<file path="src/rtl/dc_token_rx_channel_if.sv">
// Reader-side bundle of one token CDC channel: token ring in, slot data in, pointer ring out, output stream.
// Latency: none, wires only.
// Backpressure: carried by ready_i against valid_o on the output stream.
interface dc_token_rx_channel_if #(
    parameter int BUFFER_WIDTH = 8,
    parameter int DATA_WIDTH   = 64
);
    localparam int FILL_W = $clog2(BUFFER_WIDTH + 1);

    logic [BUFFER_WIDTH-1:0]            writetoken_i;
    logic [BUFFER_WIDTH*DATA_WIDTH-1:0] buffer_data_i;
    logic [BUFFER_WIDTH-1:0]            readpointer_o;
    logic [DATA_WIDTH-1:0]              data_o;
    logic                               valid_o;
    logic                               ready_i;
    logic [FILL_W-1:0]                  fill_o;

    // Source + downstream consumer side
    modport master (
        output writetoken_i, buffer_data_i, ready_i,
        input  readpointer_o, data_o, valid_o, fill_o
    );

    // Channel reader side
    modport slave (
        input  writetoken_i, buffer_data_i, ready_i,
        output readpointer_o, data_o, valid_o, fill_o
    );
endinterface

</file>
<file path="src/rtl/dc_token_rx_channel.sv">
// Reader end of a writetoken/readpointer CDC channel: syncs token ring, pops slots in order into a registered stream.
// Latency: token edge -> valid_o after SYNC_STAGES+1 cycles; 1 beat/cycle sustained.
// Backpressure: ready_i low holds valid_o/data_o; no new slot is consumed, so the source stalls on its ring.
module dc_token_rx_channel #(
    parameter int BUFFER_WIDTH = 8,
    parameter int DATA_WIDTH   = 64,
    parameter int SYNC_STAGES  = 2
) (
    input logic                  clk_i,
    input logic                  rst_i,
    dc_token_rx_channel_if.slave ch
);
    localparam int IDX_W  = $clog2(BUFFER_WIDTH);
    localparam int FILL_W = $clog2(BUFFER_WIDTH + 1);

    typedef enum logic {ST_EMPTY, ST_FULL} state_t;

    state_t                  state_q, state_d;
    logic [BUFFER_WIDTH-1:0] sync_q [SYNC_STAGES];
    logic [BUFFER_WIDTH-1:0] tok_s;
    logic [BUFFER_WIDTH-1:0] pending;
    logic [BUFFER_WIDTH-1:0] rdptr_q, rdptr_d;
    logic [IDX_W-1:0]        rd_idx_q, rd_idx_d;
    logic [DATA_WIDTH-1:0]   data_q, data_d;
    logic [DATA_WIDTH-1:0]   slot_dat [BUFFER_WIDTH];
    logic                    slot_full;
    logic                    load;
    logic [FILL_W-1:0]       fill;

    // Multi-flop synchroniser for the asynchronous write-token ring
    always_ff @(posedge clk_i) begin
        if (rst_i) begin
            for (int s = 0; s < SYNC_STAGES; s++) sync_q[s] <= '0;
        end else begin
            sync_q[0] <= ch.writetoken_i;
            for (int s = 1; s < SYNC_STAGES; s++) sync_q[s] <= sync_q[s-1];
        end
    end

    assign tok_s     = sync_q[SYNC_STAGES-1];
    assign pending   = tok_s ^ rdptr_q;
    assign slot_full = pending[rd_idx_q];

    // Split the flat slot storage into addressable slots
    always_comb begin
        for (int k = 0; k < BUFFER_WIDTH; k++) begin
            slot_dat[k] = ch.buffer_data_i[k*DATA_WIDTH +: DATA_WIDTH];
        end
    end

    // Output-stage FSM: decide when the current slot is moved into the output register
    always_comb begin
        state_d = state_q;
        load    = 1'b0;
        case (state_q)
            ST_EMPTY: begin
                if (slot_full) begin
                    load    = 1'b1;
                    state_d = ST_FULL;
                end
            end
            ST_FULL: begin
                if (ch.ready_i) begin
                    if (slot_full) load    = 1'b1;
                    else           state_d = ST_EMPTY;
                end
            end
            default: state_d = ST_EMPTY;
        endcase
    end

    // Load action: capture slot, hand it back to the source, advance the read index
    always_comb begin
        data_d   = data_q;
        rdptr_d  = rdptr_q;
        rd_idx_d = rd_idx_q;
        if (load) begin
            data_d   = slot_dat[rd_idx_q];
            rdptr_d  = rdptr_q ^ (BUFFER_WIDTH'(1) << rd_idx_q);
            rd_idx_d = (rd_idx_q == IDX_W'(BUFFER_WIDTH - 1)) ? '0 : rd_idx_q + 1'b1;
        end
    end

    // State, payload, pointer ring and read index registers
    always_ff @(posedge clk_i) begin
        if (rst_i) begin
            state_q  <= ST_EMPTY;
            data_q   <= '0;
            rdptr_q  <= '0;
            rd_idx_q <= '0;
        end else begin
            state_q  <= state_d;
            data_q   <= data_d;
            rdptr_q  <= rdptr_d;
            rd_idx_q <= rd_idx_d;
        end
    end

    // Occupancy as seen after sync; excludes the beat parked in the output register
    always_comb begin
        fill = '0;
        for (int k = 0; k < BUFFER_WIDTH; k++) begin
            fill = fill + FILL_W'(pending[k]);
        end
    end

    assign ch.readpointer_o = rdptr_q;
    assign ch.data_o        = data_q;
    assign ch.valid_o       = (state_q == ST_FULL);
    assign ch.fill_o        = fill;
endmodule

</file>
<file path="src/flat_wrapper.sv">
// flat-port wrapper written by rule: the top's interface ports become plain ports
module dc_token_rx_channel_flat 
#(
    parameter int BUFFER_WIDTH = 8,
    parameter int DATA_WIDTH   = 64,
    parameter int SYNC_STAGES  = 2
)
  (clk_i, rst_i, ch_writetoken_i, ch_buffer_data_i, ch_ready_i, ch_readpointer_o, ch_data_o, ch_valid_o, ch_fill_o);
  dc_token_rx_channel_if #(.BUFFER_WIDTH(BUFFER_WIDTH), .DATA_WIDTH(DATA_WIDTH)) ch_i ();
  input logic clk_i;
  input logic rst_i;
  input wire logic [$bits(ch_i.writetoken_i)-1:0] ch_writetoken_i;
  input wire logic [$bits(ch_i.buffer_data_i)-1:0] ch_buffer_data_i;
  input wire logic [$bits(ch_i.ready_i)-1:0] ch_ready_i;
  output wire logic [$bits(ch_i.readpointer_o)-1:0] ch_readpointer_o;
  output wire logic [$bits(ch_i.data_o)-1:0] ch_data_o;
  output wire logic [$bits(ch_i.valid_o)-1:0] ch_valid_o;
  output wire logic [$bits(ch_i.fill_o)-1:0] ch_fill_o;
  assign ch_i.writetoken_i = ch_writetoken_i;
  assign ch_i.buffer_data_i = ch_buffer_data_i;
  assign ch_i.ready_i = ch_ready_i;
  assign ch_readpointer_o = ch_i.readpointer_o;
  assign ch_data_o = ch_i.data_o;
  assign ch_valid_o = ch_i.valid_o;
  assign ch_fill_o = ch_i.fill_o;
  dc_token_rx_channel #(.BUFFER_WIDTH(BUFFER_WIDTH), .DATA_WIDTH(DATA_WIDTH), .SYNC_STAGES(SYNC_STAGES)) u_core (.clk_i(clk_i), .rst_i(rst_i), .ch(ch_i));
endmodule
</file>
<file path="config.mk">
export PLATFORM = sky130hd
export DESIGN_NAME = dc_token_rx_channel_flat
export DESIGN_NICKNAME = d
export VERILOG_FILES = /design/src/rtl/dc_token_rx_channel_if.sv /design/src/rtl/dc_token_rx_channel.sv /design/src/flat_wrapper.sv
export SDC_FILE = /design/constraint.sdc
export NUM_CORES = 1
export LEC_CHECK = 0
export CORE_AREA = 2 2 234 236
export CTS_CLUSTER_SIZE = 10
export DETAILED_ROUTE_END_ITERATION = 10
export DIE_AREA = 0 0 236 238
export PLACE_DENSITY = 0.5
export SYNTH_ARGS = -nofsm -noshare
export SYNTH_HDL_FRONTEND = slang
export SYNTH_SLANG_ARGS = --single-unit
</file>
<file path="constraint.sdc">
create_clock -name clk_i -period 7.5 [get_ports clk_i]
set_input_delay 1.5 -clock clk_i [delete_from_list [all_inputs] [get_ports clk_i]]
set_output_delay 1.5 -clock clk_i [all_outputs]
set_load 0.03 [all_outputs]
</file>
Yosys cells after proc, flatten, opt, wreduce, memory -nomap -nowiden
Memories as Yosys holds them, arrays and structs flattened.
Cells that the tools add are included.

storage, ports and cells
  memories = 1
  word-level logic and storage cells = 39
  input bits = 523
  bits in registers = 76
  bits in writable memories = 16
  output and inout port bits = 77

memories
  name           depth  width  rd ports  clocked after memory_dff  write ports  RTL line                   source
  u_core.sync_q  2      8      2         0                         2            dc_token_rx_channel.sv:19  logic [BUFFER_WIDTH-1:0] sync_q [SYNC_STAGES];

cells by class
  equal/unequal tests = 1
  bitwise operators = 6
  $add $sub $neg = 8
  shift-type cells = 1
  mux-type cells = 16
  magnitude comparators = 2

operator list
  operator                                             count
  binary-select mux 64 bit (select 3 bit)              1
  2-to-1 mux 64 bit                                    2
  adder 4 x 1 -> 4 bit                                 6
  2-to-1 mux 8 bit                                     2
  XOR 8 bit                                            2
  left shift 1 x 3 -> 8 bit (first input constant)     1
  2-to-1 mux 1 bit                                     7
  >= comparator 4 bit (second input constant)          1
  < comparator 3 x 4 -> 1 bit (second input constant)  1
  inverter 3 -> 4 bit                                  1
  one-hot mux 1 bit (2 select lines)                   2
  adder 3 x 1 -> 3 bit (second input constant)         1
  binary-select mux 1 bit (select 3 bit)               1
  equality test 3 bit (second input constant)          1
  2-to-1 mux 3 bit                                     1
  adder 1 x 1 -> 2 bit                                 1
  OR 1 bit                                             2
  inverter 1 bit                                       1

Depth between registers and ports, before layout
Gate-level depths: netlist of run 1.
An unclocked memory read counts as a cell.

  depth in word-level cells = 9
  mapped depth = 9
  depth with buffers taken out = 8

Worst setup path after synthesis of run 1
OpenSTA, ideal clock, no wires.

  kind = register to output
  from = reg u_core.rdptr_q[1], in the netlist u_core.ch.readpointer_o[1]
  to = out ch_fill_o[2]
  required time = 6.000 ns
  buffers on the path = 0
  path slack = 2.840 ns
  arrival = 3.160 ns
  stages on the path, launching flop included = 9
  path through = dfxtp_1 -> xor2_1 -> ha_1 -> fa_1 -> fa_1 -> fa_1 -> inv_1 -> fa_1 -> xnor2_1

between the ends
  cells in the longest elaborated chain, start to end = 8

ends and longest elaborated chain
  element                            RTL line                    source
  start: declaration                 dc_token_rx_channel.sv:22   logic [BUFFER_WIDTH-1:0] rdptr_q, rdptr_d;
  start signal: assignment           dc_token_rx_channel.sv:94   rdptr_q <= rdptr_d;
  XOR 8 bit                          dc_token_rx_channel.sv:41   assign pending = tok_s ^ rdptr_q;
  adder 1 x 1 -> 2 bit               dc_token_rx_channel.sv:103  fill = fill + FILL_W'(pending[k]);
  adder 4 x 1 -> 4 bit (6 in a row)  dc_token_rx_channel.sv:103
  end: declaration                   flat_wrapper.sv:18          output wire logic [$bits(ch_i.fill_o)-1:0] ch_fill_o;

No other way between the ends.

Final worst setup path of run 1
  from = reg u_core.rdptr_q[0], in the netlist u_core.ch.readpointer_o[0]
  to = out ch_fill_o[1]

Same word-level chain as after synthesis.

==> results of run 1 <==
worst max-delay path by stage:
stage / startpoint / end / slack, ps / cells past startpoint
4_1_cts: u_core.ch.readpointer_o[0]$_SDFFE_PP0P_ / ch_fill_o[1] / 2070 / 9
3_5_place_dp: u_core.ch.readpointer_o[0]$_SDFFE_PP0P_ / ch_fill_o[1] / 2550 / 9
6_report: u_core.ch.readpointer_o[0]$_SDFFE_PP0P_ / ch_fill_o[1] / 2120 / 9
2_1_floorplan: u_core.ch.readpointer_o[1]$_SDFFE_PP0P_ / ch_fill_o[2] / 2840 / 8
3_3_place_gp: u_core.ch.readpointer_o[1]$_SDFFE_PP0P_ / ch_fill_o[1] / 2530 / 9
5_1_grt: u_core.ch.readpointer_o[0]$_SDFFE_PP0P_ / ch_fill_o[1] / 1920 / 9
metal layers:
metal  vias up  GRT usage
met2       394     0.2345
met3        44    0.05322
met5         -          0
li1       3489          -
met1      3646     0.1458
met4         8    0.04073
cells in the mapped netlist:
master    number
or2_1          2
dfxtp_1       92
o21ai_0        4
clkbuf_1      49
inv_1          6
mux2_2         2
nor3_1        65
a31oi_1        1
buf_2         18
xor2_1         8
ha_1           9
and3_4         1
nand2b_1       9
nand3_1        1
o31ai_1        2
and4_1         1
fa_1           4
nor2b_1       20
buf_1          1
buf_6          4
clkinv_1       1
o22a_1         2
nand2_1        2
a211oi_2      30
a211oi_1      35
nor2_1         9
mux4_2       129
a31o_2         6
a21oi_1        7
xnor2_1        1
mux2i_1       64
cell type report:
cell class / instances / area, sq um / share of cell area
timing repair buffer: 607 / 6066 / 0.4230
multi-input combinational: 414 / 5215 / 0.3637
sequential: 92 / 1849 / 0.1290
tap: 696 / 870.8 / 0.06073
clock buffer: 10 / 239.0 / 0.01667
clock inverter: 6 / 55.05 / 0.003839
inverter: 7 / 28.78 / 0.002007
antenna: 6 / 15.01 / 0.001047
sequential cells by signal, summed over array words and instances (netlist names):
name,cells
u_core.sync_q,16
u_core.ch.valid_o,1
u_core.rd_idx_q,3
u_core.ch.data_o,64
u_core.ch.readpointer_o,8
power by group:
group	leakage [uW]	switching [uW]	internal [uW]
Sequential	0.000760	173	693
Combinational	0.00412	1710	1600
Clock	0.000139	246	241
Total	0.00502	2130	2530
logic make-up (layout without fill, tap and decap cells):
logic type,after synthesis,after routing,synth area share
adder cells (fa/ha/maj),13,13,0.02604
flip-flops,92,92,0.2489
buffers and inverters,79,630,0.04717
AND/OR/NAND/NOR,110,110,0.07912
multiplexers,195,195,0.4822
other,0,6,0
AO/OA/AOI/OAI,87,87,0.1060
XOR/XNOR,9,9,0.01065
per-stage QoR:
step           total power, uW  hold WS [ps]
6_report                  4662         439.8
5_1_grt                   4983         454.5
4_1_cts                   4799         440.0
3_5_place_dp              4275         420.4
3_3_place_gp              4255         419.1
2_1_floorplan             3112         413.8
cells in the final DEF, fill, tap and decap left out, types with 7 or more instances in the layout:
cell type and instances:
a21oi_1 7, mux4_2 129, mux2i_1 64, nor2b_1 20
clkdlybuf4s50_1 598, nor3_1 65, dfxtp_1 90, a211oi_2 30
xor2_1 8, buf_4 8, ha_1 9, nor2_1 9
a211oi_1 35, nand2b_1 9, clkbuf_16 9
==> flow_summary.yaml, run 1 <==
logic_synthesis:
  syn_inst: 585
  synth_area_leaders: "mux4_2 (39%), dfxtp_1 (25%), mux2i_1 (8.7%)"
  yosys_warnings: 0
  synth.largest_area_cell: "mux4_2"
  syn_area_sq_mm: 0.007401
  yosysSeqAreaShare: 0.2489
  yosysUniqueCellTypes: 31
  synthesis.nets: 1121
  ys_seq_elements: 92
  avgSynthCellArea_sq_um: 12.65
  synth_top_area_frac: 0.3926
grt:
  grt_pass1_vias: 8128
  grt_max_degree: 76
  antenna_found_initial: 12
  grt_use_total: 0.1328
  overflow: 0
  grt_pass1_wl_mm: 54.15
timing:
  setup_ws_ps: 2122
  tns_ps: 0
  hold_violations: 0
  rsz0062_at_grt: "false"
  finClkSkew_ps: 9.672
  period_share: 0.7171
  slew_headroom: 0.2242
  clock.fmax_mhz: 185.9
  tightest_slew_ps: 1164
  setup_viol: 0
  maxSlewViolCount: 0
  finalCriticalPeriod_ps: 5378
power_and_ir_drop:
  powerDensity_mw_per_mm2: 325.1
  vdd_drop_max_mv: 0.2956
  p_leak_uw: 0.005024
routing:
  first_pass_iters: 4
  dr_wl_met2_mm: 19.10
  wl_met3_mm: 3.688
  dr.first_iter.drc_count: 290
  drcViolationCount: 0
  highest_layer: "met5"
  ant_nets: 0
  num_vias: 7581
  drt-met1-wl_mm: 14.61
  wl_mm: 38.34
  drt-wirelength-per-cell_um: 20.86
  vias_per_cell: 4.125
critical_path:
  crit_top_cell: "fa_1"
  start_kind: "flip-flop"
  worst_path_dominant_cell_family: "adder cells"
  crit_path_cell_trace: "xor2_1, ha_1, fa_1, fa_1, fa_1, inv_1, fa_1, inv_1, clkdlybuf4s50_1"
  crit_required_ps: 6000
  r2r_cells: 5
  critPathMaxStageDelay_ps: 670
  path_class: "flip-flop to primary output"
  cp.buffers_inverters: 3
  rrSetupSlack_ps: 4250
  crit_path_max_fanout: 4
  slowest_stage: "clkdlybuf4s50_1"
  rr_startpoint: "u_core.rd_idx_q[0]$_SDFFE_PP0P_"
  cp-end-kind: "primary output"
  r2r_end: "u_core.ch.data_o[15]$_SDFFE_PP0P_"
  crit_arrival_ps: 3880
clock_tree:
  cts_inserted_buffers: 9
  cts_tree: "built"
  clock_latency_ps: 390
  cts-resized-gates: 0
  cts.sinks: 92
  clk_pin_slew_worst_paths_ps: 80
  postCtsHoldBufs: 0
  cts_htree_levels: 3
  cts_setup_buffers: 0
  cts_buffer_depth: 2
  cts-root-buf: "clkbuf_16"
finish:
  fillers: 5616
  fin_cells: 1838
  final_area_sq_mm: 0.01434
  nets: 1667
  fin_util: 0.2680
  areaGrowthSynthToFinish_pct: 93.75
  drive_above_1_share: 0.1743
floorplanning:
  die_w_um: 236
  initial_core_util: 0.1383
  rows: 85
  die-height_um: 238
  core_area_sq_mm: 0.05350
  dieArea_sq_mm: 0.05617
  io_pins: 600
run_status:
  outcome: "finished clean"
worst_hold_path:
  holdPathStages: 1
  min_path_type: "flip-flop to flip-flop"
  min_to: "u_core.sync_q[0][14]$_SDFF_PP0_"
  hold_start: "u_core.sync_q[0][6]$_SDFF_PP0_"
placed_design:
  io_buffer_count: 599
  placed_cell_area_sq_mm: 0.01403
  pre_cts_ws_ps: 2545
  dp.cells: 1816
  gp_congestion: 0.7789
  dp_hpwl_mm: 30.53
job:
  maxCapViolCount: 0
Note: power is estimated with default switching activity, not from simulation.
==> run 2, diff against run 1 <==
==> constraint.sdc (replaced) <==
create_clock -name clk_i -period 5.3 [get_ports clk_i]
set_input_delay 1.06 -clock clk_i [delete_from_list [all_inputs] [get_ports clk_i]]
set_output_delay 1.06 -clock clk_i [all_outputs]
set_load 0.03 [all_outputs]
==> flow_summary.yaml, run 2 (same netlist as run 1, synthesis figures left out) <==
finish:
  area.sequential_sq_mm: 0.001849
  multi_input_area_sq_mm: 0.005215
  nets: 1665
  final_common_cell: "clkdlybuf4s50_1"
  final_cell_mix: "clkdlybuf4s50_1 (598), mux4_2 (129), dfxtp_1 (90), nor3_1 (65), mux2i_1 (64)"
  areaGrowthSynthToFinish_pct: 93.90
  largest_reg_flops: 64
  fillers: 5616
  drive_above_1_share: 0.1728
grt:
  grt_pass1_wl_mm: 54.64
  grt_max_degree: 103
  overflow: 0
  grt_use_total: 0.1333
  grt_pass1_vias: 8343
  antenna_found_initial: 13
timing:
  period_share: 0.9310
  tightest_slew_ps: 1188
  tns_ps: 0
  finalCriticalPeriod_ps: 4934
  maxSlewViolCount: 0
  slew_headroom: 0.2083
  rsz0062_at_grt: "false"
  whs_ps: 439.6
  hold_violations: 0
  finClkSkew_ps: 14.94
  setup_ws_ps: 365.5
  clock.fmax_mhz: 202.7
  setup_viol: 0
clock_tree:
  cts_htree_levels: 3
  cts-root-buf: "clkbuf_16"
  cts.sinks: 92
  cts_buffer_depth: 2
  cts_inserted_buffers: 9
  cts_tree: "built"
  cts-resized-gates: 0
  clk_pin_slew_worst_paths_ps: 70
  postCtsHoldBufs: 0
  cts_setup_buffers: 0
  clock_latency_ps: 390
critical_path:
  crit_arrival_ps: 3870
  crit_required_ps: 4240
  cp-end-kind: "primary output"
  crit_path_max_fanout: 4
  path_class: "flip-flop to primary output"
  start_kind: "flip-flop"
routing:
  vias_per_cell: 4.156
  drt-wirelength-per-cell_um: 21.09
  dr.first_iter.drc_count: 303
  num_vias: 7614
  ant_nets: 0
  drcViolationCount: 0
  first_pass_iters: 4
  wl_mm: 38.65
floorplanning:
  initial_core_util: 0.1383
  dieArea_sq_mm: 0.05617
  rows: 85
  core_area_sq_mm: 0.05350
  io_pins: 600
  die-height_um: 238
  die_w_um: 236
placed_design:
  gp_congestion: 0.7889
  io_buffer_count: 599
  pre_cts_ws_ps: 775.8
  dp_hpwl_mm: 30.14
worst_hold_path:
  min_path_type: "flip-flop to flip-flop"
job:
  maxCapViolCount: 0
power_and_ir_drop:
  vdd_drop_max_mv: 0.4715
  powerDensity_mw_per_mm2: 463.4
  p_leak_uw: 0.005034
run_status:
  outcome: "finished clean"
-- run 2: cell types whose count changed in the layout (fill, tap and decap cells not counted), sizes merged --
cell / delta
clkinv: +1
buf: -2
bufinv: +1
diode: -4
clkinvlp: -2
-- run 2: worst paths after layout --
check                                               start                                       to  slack, ps  cells after the start
hold reg to reg            u_core.sync_q[0][7]$_SDFF_PP0_          u_core.sync_q[0][15]$_SDFF_PP0_        440                      1
setup reg to reg          u_core.rd_idx_q[0]$_SDFFE_PP0P_  u_core.ch.readpointer_o[7]$_SDFFE_PP0P_       2390                      6
setup / recovery  u_core.ch.readpointer_o[1]$_SDFFE_PP0P_                             ch_fill_o[1]        370                      9
hold / removal             u_core.sync_q[0][7]$_SDFF_PP0_          u_core.sync_q[0][15]$_SDFF_PP0_        440                      1
-- run 2: per-layer routing --
metal	track usage	vias up	part of all wire
li1	-	3477	-
met1	0.1458	3687	0.38
met2	0.2402	400	0.50
met3	0.04836	38	0.097
met4	0.04015	12	0.021
met5	0	-	0.0018
-- run 2: through the flow --
| stage | utilization | cell area, sq um | cells | total power (uW) |
|---|---|---|---|---|
| finish | 0.2682 | 14350 | 1832 | 6649 |
| floorplan | - | 7401 | 585 | 4404 |
| global placement | 0.2622 | 14030 | 1814 | 6020 |
| CTS | 0.2682 | 14350 | 1830 | 6852 |
| global route | 0.2682 | 14350 | 1831 | 7120 |
| detailed placement | 0.2622 | 14030 | 1814 | 6063 |
-- run 2: worst max-delay path, cell delays in order (launching register included) --
cell	delay, ps
dfxtp_1	390
xor2_1	250
ha_1	290
fa_1	510
fa_1	420
fa_1	400
inv_1	100
fa_1	390
inv_1	70
clkdlybuf4s50_1	670
-- run 2: power breakdown --
part | total [uW] | switching [uW] | internal, uW | leakage (uW)
sequential | 1240 | 255 | 980 | 0.000760
clock | 734 | 345 | 389 | 0.000157
combinational | 4680 | 2420 | 2260 | 0.00412
-- run 2: area by class of cell --
class / instances / share of cell area
diodes: 2 / 0.0003488
clock buffers: 10 / 0.01665
clock inverters: 6 / 0.005493
inverters: 7 / 0.002005
multi-input cells: 414 / 0.3634
flip-flops and latches: 92 / 0.1289
well taps: 696 / 0.06069
repair buffers: 605 / 0.4225
